## config.mk

```make
export PLATFORM = sky130hd
export DESIGN_NAME = note_sequencer
export DESIGN_NICKNAME = d
export VERILOG_FILES = /design/src/rtl/seq_pkg.sv /design/src/rtl/tick_prescaler.sv /design/src/rtl/note_sequencer.sv
export SDC_FILE = /design/constraint.sdc
export NUM_CORES = 1
export LEC_CHECK = 0
export CELL_PAD_IN_SITES_DETAIL_PLACEMENT = 0
export CELL_PAD_IN_SITES_GLOBAL_PLACEMENT = 1
export CORE_UTILIZATION = 46
export CTS_CLUSTER_DIAMETER = 200
export DETAILED_ROUTE_END_ITERATION = 16
export GPL_TIMING_DRIVEN = 0
export PLACE_DENSITY_LB_ADDON = 0.12
export SLEW_MARGIN = 20
export SYNTH_ARGS = -nofsm -noshare
export SYNTH_HDL_FRONTEND = slang
export SYNTH_HIERARCHICAL = 1
export SYNTH_SLANG_ARGS = --single-unit
```

## constraint.sdc

```tcl
create_clock -name clk -period 3.7 [get_ports clk]
set_input_delay 0.74 -clock clk [delete_from_list [all_inputs] [get_ports clk]]
set_output_delay 0.74 -clock clk [all_outputs]
set_load 0.05 [all_outputs]
```

## src/rtl/seq_pkg.sv

```systemverilog
// Shared types and the note-to-frequency lookup for the melody sequencer.
package seq_pkg;

    typedef enum logic [2:0] {
        IDLE  = 3'd0,
        FETCH = 3'd1,
        PLAY  = 3'd2,
        GAP   = 3'd3,
        DONE  = 3'd4
    } state_t;

    typedef struct packed {
        logic [3:0] note;
        logic [1:0] oct;
        logic [7:0] dur;
    } entry_t;

    localparam logic [3:0] NOTE_REST = 4'd0;

    // Octave-0 pitches for C..B; codes 0 and 13..15 are rests.
    function automatic logic [31:0] note_hz(input logic [3:0] note);
        case (note)
            4'd1:    return 32'd262;
            4'd2:    return 32'd277;
            4'd3:    return 32'd294;
            4'd4:    return 32'd311;
            4'd5:    return 32'd330;
            4'd6:    return 32'd349;
            4'd7:    return 32'd370;
            4'd8:    return 32'd392;
            4'd9:    return 32'd415;
            4'd10:   return 32'd440;
            4'd11:   return 32'd466;
            4'd12:   return 32'd494;
            default: return 32'd0;
        endcase
    endfunction

endpackage

```

## src/rtl/tick_prescaler.sv

```systemverilog
// Free-running divider producing one tick every FCLK/TICK_HZ cycles; clr restarts the count.
module tick_prescaler #(
    parameter int FCLK    = 50_000_000,
    parameter int TICK_HZ = 100
) (
    input  logic clk,
    input  logic reset_n,
    input  logic clr,
    output logic tick
);
    localparam int TICK_CYC = FCLK / TICK_HZ;
    localparam int CW       = (TICK_CYC > 1) ? $clog2(TICK_CYC) : 1;

    logic [CW-1:0] cnt;
    logic          wrap;

    assign wrap = (cnt == CW'(TICK_CYC - 1));
    assign tick = wrap && !clr;

    always_ff @(posedge clk or negedge reset_n) begin
        if (!reset_n)
            cnt <= '0;
        else if (clr || wrap)
            cnt <= '0;
        else
            cnt <= cnt + 1'b1;
    end

endmodule

```

## src/rtl/note_sequencer.sv

```systemverilog
// Plays a programmable (note, octave, duration) table into the tone generator.
// Optional SEQ_LOOP_EN adds a loop input that restarts at entry 0 instead of finishing.
module note_sequencer
    import seq_pkg::*;
#(
    parameter int FCLK      = 50_000_000,
    parameter int TICK_HZ   = 100,
    parameter int DEPTH     = 16,
    parameter int GAP_TICKS = 1,
    localparam int AW       = $clog2(DEPTH)
) (
    input  logic          clk,
    input  logic          reset_n,
    input  logic          wr_en,
    input  logic [AW-1:0] wr_addr,
    input  logic [3:0]    wr_note,
    input  logic [1:0]    wr_oct,
    input  logic [7:0]    wr_dur,
    input  logic          start,
    input  logic          stop,
`ifdef SEQ_LOOP_EN
    input  logic          loop,
`endif
    output logic [31:0]   freq,
    output logic          onOff,
    output logic          busy,
    output logic          done,
    output logic [AW-1:0] idx
);
    localparam logic [15:0]   GAP16 = 16'(GAP_TICKS);
    localparam logic [AW-1:0] LAST  = AW'(DEPTH - 1);

    state_t      state;
    entry_t      tbl [DEPTH];
    entry_t      cur;
    logic [7:0]  dur_cnt;
    logic [15:0] gap_cnt;
    logic        tick;
    logic        clr;
    logic        loop_in;
    logic [31:0] tone_hz;
    logic        is_tone;
    logic        next_done;
    logic        marker_done;

`ifdef SEQ_LOOP_EN
    assign loop_in = loop;
`else
    assign loop_in = 1'b0;
`endif

    assign cur     = tbl[idx];
    assign is_tone = (cur.note != NOTE_REST) && (cur.note <= 4'd12);
    assign tone_hz = note_hz(cur.note) << cur.oct;
    assign clr     = (state == FETCH);

    // Finishing after the last entry or an end marker, unless looping back is allowed.
    // A marker at entry 0 always finishes so a looping empty song cannot spin.
    assign next_done   = (idx == LAST) && !loop_in;
    assign marker_done = !loop_in || (idx == '0);

    tick_prescaler #(
        .FCLK    (FCLK),
        .TICK_HZ (TICK_HZ)
    ) u_prescaler (
        .clk     (clk),
        .reset_n (reset_n),
        .clr     (clr),
        .tick    (tick)
    );

    always_ff @(posedge clk) begin
        if (wr_en)
            tbl[wr_addr] <= '{note: wr_note, oct: wr_oct, dur: wr_dur};
    end

    always_ff @(posedge clk or negedge reset_n) begin
        if (!reset_n) begin
            state   <= IDLE;
            freq    <= '0;
            onOff   <= 1'b0;
            busy    <= 1'b0;
            done    <= 1'b0;
            idx     <= '0;
            dur_cnt <= '0;
            gap_cnt <= '0;
        end else begin
            done <= 1'b0;
            if (stop && state != IDLE) begin
                state <= IDLE;
                freq  <= '0;
                onOff <= 1'b0;
                busy  <= 1'b0;
            end else begin
                case (state)
                    IDLE: begin
                        if (start && !stop) begin
                            state <= FETCH;
                            idx   <= '0;
                            busy  <= 1'b1;
                        end
                    end
                    FETCH: begin
                        if (cur.dur == 8'd0) begin
                            if (marker_done) begin
                                state <= DONE;
                                done  <= 1'b1;
                                busy  <= 1'b0;
                                freq  <= '0;
                                onOff <= 1'b0;
                            end else begin
                                idx <= '0;
                            end
                        end else begin
                            state   <= PLAY;
                            dur_cnt <= cur.dur;
                            freq    <= is_tone ? tone_hz : 32'd0;
                            onOff   <= is_tone;
                        end
                    end
                    PLAY: begin
                        if (tick) begin
                            if (dur_cnt == 8'd1) begin
                                if (GAP_TICKS > 0) begin
                                    state   <= GAP;
                                    gap_cnt <= GAP16;
                                    freq    <= '0;
                                    onOff   <= 1'b0;
                                end else if (next_done) begin
                                    state <= DONE;
                                    done  <= 1'b1;
                                    busy  <= 1'b0;
                                    freq  <= '0;
                                    onOff <= 1'b0;
                                end else begin
                                    state <= FETCH;
                                    idx   <= (idx == LAST) ? '0 : idx + 1'b1;
                                end
                            end else begin
                                dur_cnt <= dur_cnt - 1'b1;
                            end
                        end
                    end
                    GAP: begin
                        if (tick) begin
                            if (gap_cnt == 16'd1) begin
                                if (next_done) begin
                                    state <= DONE;
                                    done  <= 1'b1;
                                    busy  <= 1'b0;
                                    freq  <= '0;
                                    onOff <= 1'b0;
                                end else begin
                                    state <= FETCH;
                                    idx   <= (idx == LAST) ? '0 : idx + 1'b1;
                                end
                            end else begin
                                gap_cnt <= gap_cnt - 1'b1;
                            end
                        end
                    end
                    DONE: begin
                        state <= IDLE;
                    end
                    default: begin
                        state <= IDLE;
                        busy  <= 1'b0;
                        freq  <= '0;
                        onOff <= 1'b0;
                    end
                endcase
            end
        end
    end

endmodule

```

==> impl_results.md, run 1 <==
* Vias in the first global route at 7811
* CP max stage cell: mux4_2
* Req. time, crit path at 4.14 ns
* Crit Path Class: flip-flop to flip-flop
* DR WL/cell at 22.4 um
* Io pins at 62
* Root buf cell: clkbuf_16
* Final Slew Violations at 0
* Post-synthesis average cell area at 15.5 um^2
* Router iterations before antenna repair at 5
* Critical Path Source Type: flip-flop
* Crit-path cells: buf_12, buf_6, buf_4, mux4_2, mux4_2, inv_4, ha_4, inv_1, o32ai_2, a31o_2, mux2_2, nand3b_1, nor2_1, a221o_1
* Row cnt at 60
* Max_slew headroom at 39.6%
* Worst-path fanout max at 11
* Ys async rst share at 22.5%
* Final hold vios at 0
* Tmin final at 3.57 ns
* Wire length of the first global-routing pass at 45300 um
* Number of diodes at 0
* RD Place Congestion at 0.826
* Fmax at 0.280 GHz
* Die Span X at 168 um
* Number of synthesized flops with an enable pin at 224
* Final instance area at 0.0151 mm^2
* Share of cells above drive strength 1 at 22.7%
* Final period utilization at 96.4%
* Worst hold-check path type: input port to async pin
* Largest stage delay, worst path at 0.56 ns
* DRC at 0
* Initial DRC count at 431
* CP arrival at 4.00 ns
* Worst setup EP type: flip-flop
* TritonCTS clock tree: yes
* Sequential cell area fraction in the yosys report at 65.8%
* Nets at 977
* Final wirelength at 29200 um
* Port Buffers at 41
* VDD IR-drop max at 538 uV
* Tot GR Track Use at 21.3%
* Core Region at 0.0270 mm^2
* Total of max-cap violations at 0
* Register area at 0.00836 mm^2
* Crit path top cell by count: mux4_2
* Warning count from the yosys run at 6
* Lkg Pwr at 5.27 nW
* TritonCTS Buffers at 31
* Die area at 0.0283 mm^2
* Mapped Area at 0.0127 mm^2
* Clk_lat worst skew at 0.57 ns
* Total gr overflow at 0
* Clock sink total at 289
* Initial antenna violation count at 0
* DR vias/cell at 5.78
* Synth cell types at 69
* Least-Margin Pin Slew at 0.903 ns
* Dpl hpwl at 19900 um
* Area occupied by multi-input gates at 0.00417 mm^2
* Placed Cells at 1236
* Seq cells post-synth at 289
* CTS clk-pin slew, worst paths at 0.06 ns
* PD cells at 582 mW/mm^2
* Cells after synthesis at 819
* Final setup TNS at 0 ns
* Vias at 7533
* CTS Buffer Depth at 3
* Most frequent cells in the layout: 224 x edfxtp_1, 63 x dfrtp_1, 57 x nor2_1, 56 x mux4_2, 45 x nand2_1
* Area growth syn-to-layout at 19.2%
* Largest net degree at the start of global routing at 49
* Post-DRT Antenna Nets at 0
* Post-Place Cell Area at 0.0139 mm^2
* Fin cells at 1304
* Fill cells at 2153
* Top_reg_cell synth: edfxtp_1
* Initial Util at 47.0%
* Clock skew at 0.0163 ns
* Die Y at 168 um
* CTS H-tree lvls at 1
* Setup violators final at 0
* Most common cell after layout, fill and taps aside: edfxtp_1
* RSZ-0062 raised after global routing: false
* Tot Pwr at 0.00881 W
* Status: finished, final reports clean
cell usage after synthesis, drive strengths merged (7+ instances only):
master	instances	area, um^2
dfrtp	65	1630
mux2i	11	110
nor2	69	259
xnor2	12	105
nand4	7	50.1
nor4	8	50.1
ha	14	175
nor3	19	95.1
a21oi	21	105
inv	19	71.3
nand2	46	175
edfxtp	224	6730
xor2	12	105
o21ai	24	124
o22ai	16	100
nand2b	15	96.3
nand3	15	80.1
buf	37	248
clkbuf	13	48.8
mux4	63	1450
area by class of cell:
type	instances	share of cell area [%]
Timing Repair Buffer	74	5.03
Inverter	19	0.488
Tap cell	341	2.82
Buffer	45	2.22
Sequential cell	289	55.2
Clock buffer	36	5.25
Multi-Input combinational cell	480	27.6
Clock inverter	20	1.40
registers in the layout, indices dropped and copies added (netlist names), 3 cells and up:
name,flops
dur_cnt,8
gap_cnt,16
idx,4
u_prescaler/cnt,19
state,3
freq,12
tbl,224
per-stage QoR:
stage	utilization [%]	hold WS (ns)	setup slack (ns)
floorplan	-	0.444	0.0338
global placement	50.6	0.471	-0.647
detailed placement	51.6	0.474	-0.567
CTS	55.5	0.0407	0.0239
global route	56.0	0.0561	0.0155
finish	56.0	0.0549	0.134
where the power goes:
part / internal, W / switching, W / leakage (nW)
registers: 0.00370 / 0.000135 / 2.89
logic: 0.000780 / 0.00115 / 1.89
clock network: 0.00181 / 0.00124 / 0.489
total: 0.00629 / 0.00252 / 5.27
layer usage:
metal | vias up | share of wire, % | track usage [%]
met1 | 3848 | 44 | 28.6
li1 | 3424 | - | -
met4 | 0 | 2.2 | 4.94
met2 | 211 | 49 | 36.6
met5 | - | 0 | 0
met3 | 50 | 5.1 | 3.20
cell families after synthesis:
group,count (synthesis),share of synthesized area [%]
and+or+nand+nor,220,8.78
muxes,80,12.8
DFF,289,65.8
xor gates and xnor gates,24,1.66
adders and majority gates,14,1.38
other,1,0.0295
AOI/OAI and AO/OA,122,6.69
buffers and inverters,69,2.90
path summary, 6_finish.rpt:
kind | start | end | slack (ns) | cells past startpoint
hold reg to reg | freq[1] | freq[1] | 0.48 | 2
max in group asynchronous | reset_n | idx[0] | 3.11 | 2
hold / removal | reset_n | gap_cnt[8] | 0.05 | 1
setup / recovery | idx[1] | freq[5] | 0.13 | 14
min in group clk | freq[1] | freq[1] | 0.48 | 2
setup reg to reg | idx[1] | freq[5] | 0.13 | 14
critical path: cells and delay by family (launching register included):
family | cells | cell delay [ns]
muxes | 3 | 1.10
buffers and inverters | 5 | 0.76
AOI/OAI and AO/OA | 3 | 0.73
DFF | 1 | 0.42
and+or+nand+nor | 2 | 0.24
adders and majority gates | 1 | 0.16
repair_timing:
action,CTS,global route
gates resized for setup,16,2
setup endpoints to repair,13,10
hold endpoints to repair,0,0
cloned,0,1
hold buffers,0,0
setup buffers,4,12
pin swaps,0,0
No activity file was read; power rests on OpenSTA's default activity.
==> inputs of run 2 (changes only) <==
- SKIP_CTS_REPAIR_TIMING: not set -> 1
==> run 2 against run 1 <==
Compared with the run above: sequential power is essentially flat; register-to-register slack worse by 0.04 ns; via count rose by 0.76%; critical path depth did not move; fmax shrank 1.0%; count of clock-buffer cells in the layout stayed put; worst setup slack worse by 0.038 ns; sequential share of layout area fell by 0.23 points; clock power about the same; power hardly changed; worst hold slack about the same; routed wire length is 0.99% lower.
==> impl_results.md, run 2 (synthesized netlist as in run 1, its figures left out) <==
* PD cells at 580 mW/mm^2
* Dpl hpwl at 19900 um
* Clock skew at 0.0170 ns
* Initial DRC count at 488
* Fin worst setup slack at 0.0964 ns
* Req. time, crit path at 4.14 ns
* Clk_lat worst skew at 0.57 ns
* Number of diodes at 0
* Io pins at 62
* Final wirelength at 28900 um
* DRC at 0
* Share of cells above drive strength 1 at 23.5%
* Final hold vios at 0
* Root buf cell: clkbuf_16
* Tot Pwr at 0.00881 W
* CP arrival at 4.04 ns
* Setup violators final at 0
* Status: finished, final reports clean
* Port Buffers at 41
* Largest net degree at the start of global routing at 49
* Area growth syn-to-layout at 19.7%
* Least-Margin Pin Slew at 0.898 ns
* Worst setup EP type: flip-flop
* CTS Buffer Depth at 3
* Vias in the first global route at 7807
* Tmin final at 3.60 ns
* Crit path from: idx[0]
* Wire length of the first global-routing pass at 45200 um
* DR WL/cell at 22.0 um
* Initial Util at 47.0%
* Die Y at 168 um
* Internal power at 0.00630 W
* Post-Place Cell Area at 0.0139 mm^2
* TritonCTS Buffers at 31
* Crit Path Class: flip-flop to flip-flop
* Post-DRT Antenna Nets at 0
* Top flop regs: tbl (224), u_prescaler/cnt (19), gap_cnt (16)
* Switch share at 28.5%
* TritonCTS clock tree: yes
* Reg2reg path depth at 14
* Switching power at 0.00251 W
* Lkg Pwr at 5.32 nW
* RD Place Congestion at 0.826
* Clock sink total at 289
* Flop pwr share at 43.5%
* Worst-path fanout max at 11
* Router iterations before antenna repair at 5
* Final instance area at 0.0152 mm^2
* Final period utilization at 97.4%
* Vias at 7590
* Reg-to-Reg End: freq[5]
* Total gr overflow at 0
* Clk pwr share at 34.5%
* VDD IR-drop max at 539 uV
* Row cnt at 60
* Slack of the worst reg-to-reg path at 0.1 ns
* Most frequent cells in the layout: 224 x edfxtp_1, 63 x dfrtp_1, 57 x nor2_1, 56 x mux4_2, 50 x buf_4
* Post-layout util at 56.2%
* Max_slew headroom at 39.9%
* R2r startpoint: idx[0]
* Core Region at 0.0270 mm^2
* Worst Setup EP: freq[5]
* Critical Path Source Type: flip-flop
* Most common cell after layout, fill and taps aside: edfxtp_1
* DR vias/cell at 5.79
* CTS clk-pin slew, worst paths at 0.06 ns
* Die area at 0.0283 mm^2
* Total of max-cap violations at 0
* Logic pwr share at 22.0%
* Final Slew Violations at 0
* Die Span X at 168 um
* CTS H-tree lvls at 1
* Reg with most FFs: tbl
* Initial antenna violation count at 0
* Dpl ws at -0.567 ns
* Worst hold-check path type: input port to async pin
* Tot GR Track Use at 21.2%
* Fmax at 0.277 GHz
* Max reg flops at 224
* Nets at 985
## run 2: metrics by stage
step	hold WS [ns]	TNS [ns]	cells
floorplan	0.444	0	838
global placement	0.471	-50.46	1220
detailed placement	0.474	-5.95	1236
CTS	0.0407	-6.24	1292
global route	0.0561	-0.00525	1312
finish	0.0545	0	1312
## run 2: per-layer routing
layer  global-route usage, %  up-vias  wire length, um
met5                       0        -                0
met4                    5.10        0              605
met3                    3.36       49             1370
met2                    36.4      199            14200
met1                    28.3     3901            12700
li1                        -     3441                -
## run 2: worst min path at each step
stage               cells past startpoint    start  slack [ns]           to
floorplan                               0  reset_n        0.44         busy
global placement                        2  freq[0]        0.47      freq[0]
detailed placement                      2  freq[4]        0.47      freq[4]
CTS                                     1  reset_n        0.04   gap_cnt[8]
global route                            1  reset_n        0.06  gap_cnt[10]
finish                                  1  reset_n        0.05   gap_cnt[8]
## run 2: worst max-delay path: stages (launching register included)
cell and delay [ns]:
dfrtp_2 0.45, buf_12 0.13, buf_12 0.15, buf_16 0.14, mux4_2 0.52, mux4_2 0.58, inv_4 0.12, ha_4 0.17
inv_2 0.07, o32ai_2 0.27, a31o_2 0.14, mux2_4 0.18, nand3b_1 0.17, nor2_1 0.08, a221o_1 0.30
## run 2: area by class of cell
| cell class | instances | area (um^2) |
|---|---|---|
| Fill cell | 2150 | 11800 |
| Sequential cell | 289 | 8360 |
| Multi-Input combinational cell | 480 | 4180 |
| Clock buffer | 36 | 795 |
| Timing Repair Buffer | 80 | 788 |
| Tap cell | 341 | 427 |
| Buffer | 47 | 363 |
| Clock inverter | 20 | 211 |
| Inverter | 19 | 73.8 |
## run 2: power by group through the flow
stage                     Sequential (W)  Clock (W)  Combinational [W]
after floorplan                  0.00408          0            0.00112
after global placement           0.00388          0            0.00180
after detailed placement         0.00389          0            0.00185
after CTS                        0.00383    0.00310            0.00186
after global routing             0.00385    0.00322            0.00210
final                            0.00383    0.00304            0.00194
==> inputs of run 3 (changes only) <==
- GPL_ROUTABILITY_DRIVEN: not set -> 0
- GPL_TIMING_DRIVEN: 0 -> not set
==> run 3 against run 2 <==
Compared with the run above: combinational power down 10%; die area did not move; routed wire length fell by 5.5%; flip-flop and latch count is the same; global-route usage down 1.2 points; clock skew up 0.019 ns; power rose by 0.78%; non-clock buffer count down 49; core utilization down 1.7 points; clock power grew 7.6%; worst hold slack gained 0.12 ns; cell count is 3.7% lower; critical path type unchanged; critical endpoint is now freq[3]; largest cell class unchanged.
==> impl_results.md, run 3 (synthesized netlist as in run 1, its figures left out) <==
* Status: finished, final reports clean
* Largest net degree at the start of global routing at 44
* Least-Margin Pin Slew at 0.821 ns
* Top flop regs: tbl (224), u_prescaler/cnt (19), gap_cnt (16)
* Area growth syn-to-layout at 16.1%
* CTS clk-pin slew, worst paths at 0.06 ns
* Max_slew headroom at 45.1%
* Vias at 7263
* DR WL met2 at 13700 um
* Port Buffers at 41
* Die Y at 168 um
* Reg with most FFs: tbl
* Top sig layer: met4
* DR vias/cell at 5.75
* Vias in the first global route at 7511
* Flop pwr share at 43.5%
* Fmax at 0.289 GHz
* Critical Path Source Type: flip-flop
* Tmin final at 3.46 ns
* Die Span X at 168 um
* Dpl hpwl at 18000 um
* CP arrival at 3.89 ns
* Fill cells at 2124
* Most common cell after layout, fill and taps aside: edfxtp_1
* CTS Buffer Depth at 3
* Root buf cell: clkbuf_16
* Clk_lat worst skew at 0.59 ns
* TritonCTS clock tree: yes
* Clk pwr share at 36.9%
* Met3 WL at 1090 um
* Wire length of the first global-routing pass at 42600 um
* Req. time, crit path at 4.13 ns
* Worst-path fanout max at 22
* Final setup TNS at 0 ns
* DR WL/cell at 21.6 um
* Setup violators final at 0
* Final Slew Violations at 0
* Internal power at 0.00637 W
* Die area at 0.0283 mm^2
* Max reg flops at 224
* Initial DRC count at 464
* Nets at 935
* Post-layout util at 54.5%
* Initial antenna violation count at 0
* Lkg Pwr at 5.09 nW
* Router iterations before antenna repair at 4
* Row cnt at 60
* DRC at 0
* Final hold vios at 0
* Final period utilization at 93.4%
* Worst setup EP type: flip-flop
* VDD IR-drop max at 448 uV
* Tot Pwr at 0.00888 W
* Clock sink total at 289
* Clock skew at 0.0359 ns
* Core Region at 0.0270 mm^2
* Final wirelength at 27300 um
* Switching power at 0.00251 W
* CTS H-tree lvls at 1
* Share of cells above drive strength 1 at 20.1%
* Worst hold-check path type: input port to async pin
* RSZ-0062 raised after global routing: false
* Total of max-cap violations at 0
* Total gr overflow at 0
* TritonCTS Buffers at 30
* Met1 WL at 11800 um
* Most frequent cells in the layout: 224 x edfxtp_1, 69 x nor2_1, 62 x dfrtp_1, 56 x mux4_2, 45 x nand2_1
* Switch share at 28.2%
* Crit Path Class: flip-flop to flip-flop
* Tot GR Track Use at 19.9%
* Initial Util at 47.0%
* PD cells at 603 mW/mm^2
* Logic pwr share at 19.6%
* Io pins at 62
* Post-DRT Antenna Nets at 0
* Number of diodes at 0
==> run 3: layout make-up <==
cell class / instances / area, um^2 / share of cell area (%)
clock inverters: 26 / 345 / 2.34
well taps: 341 / 427 / 2.89
clock buffers: 30 / 751 / 5.09
flip-flops and latches: 289 / 8360 / 56.7
multi-input cells: 480 / 4090 / 27.7
inverters: 19 / 71.3 / 0.484
repair buffers: 78 / 698 / 4.74
==> run 3: metrics by stage <==
| step | hold slack [ns] | setup WS, ns | cells | area [um^2] |
|---|---|---|---|---|
| after detailed placement | 0.482 | 0.254 | 1207 | 13600 |
| final | 0.170 | 0.244 | 1263 | 14700 |
| after floorplan | 0.444 | 0.0338 | 838 | 12800 |
| after global routing | 0.207 | 0.0286 | 1263 | 14700 |
| after global placement | 0.474 | 0.280 | 1207 | 13600 |
| after CTS | 0.356 | 0.236 | 1263 | 14700 |
==> run 3: power groups by stage <==
stage          Combinational [W]  Clock (W)  Sequential, W
3_5_place_dp             0.00174          0        0.00393
5_1_grt                  0.00190    0.00344        0.00389
6_report                 0.00174    0.00327        0.00387
4_1_cts                  0.00175    0.00334        0.00387
2_1_floorplan            0.00112          0        0.00408
3_3_place_gp             0.00172          0        0.00392
==> run 3: metal layers <==
metal	vias to the layer above	global-route usage (%)
met5	-	0
met4	0	5.49
met3	54	2.89
met2	169	34.6
met1	3714	26.3
li1	3326	-
==> run 3: worst max-delay path, cell delays in order (launching register included) <==
cell,delay [ns]
dfrtp_2,0.66
buf_12,0.24
mux4_2,0.30
mux4_2,0.56
inv_2,0.14
ha_4,0.17
inv_1,0.09
o32ai_1,0.31
a31o_2,0.15
mux2_2,0.17
nand4b_2,0.20
nor2_1,0.07
a221o_1,0.26
==> run 3: worst paths after layout <==
check                         from          to  slack, ns  depth (start not counted)
setup / recovery            idx[1]     freq[3]       0.24                         12
hold / removal             reset_n  gap_cnt[6]       0.17                          1
setup reg to reg            idx[1]     freq[3]       0.24                         12
hold reg to reg            freq[0]     freq[0]       0.49                          2
max in group asynchronous  reset_n     freq[0]       2.81                          2
min in group clk           freq[0]     freq[0]       0.49                          2
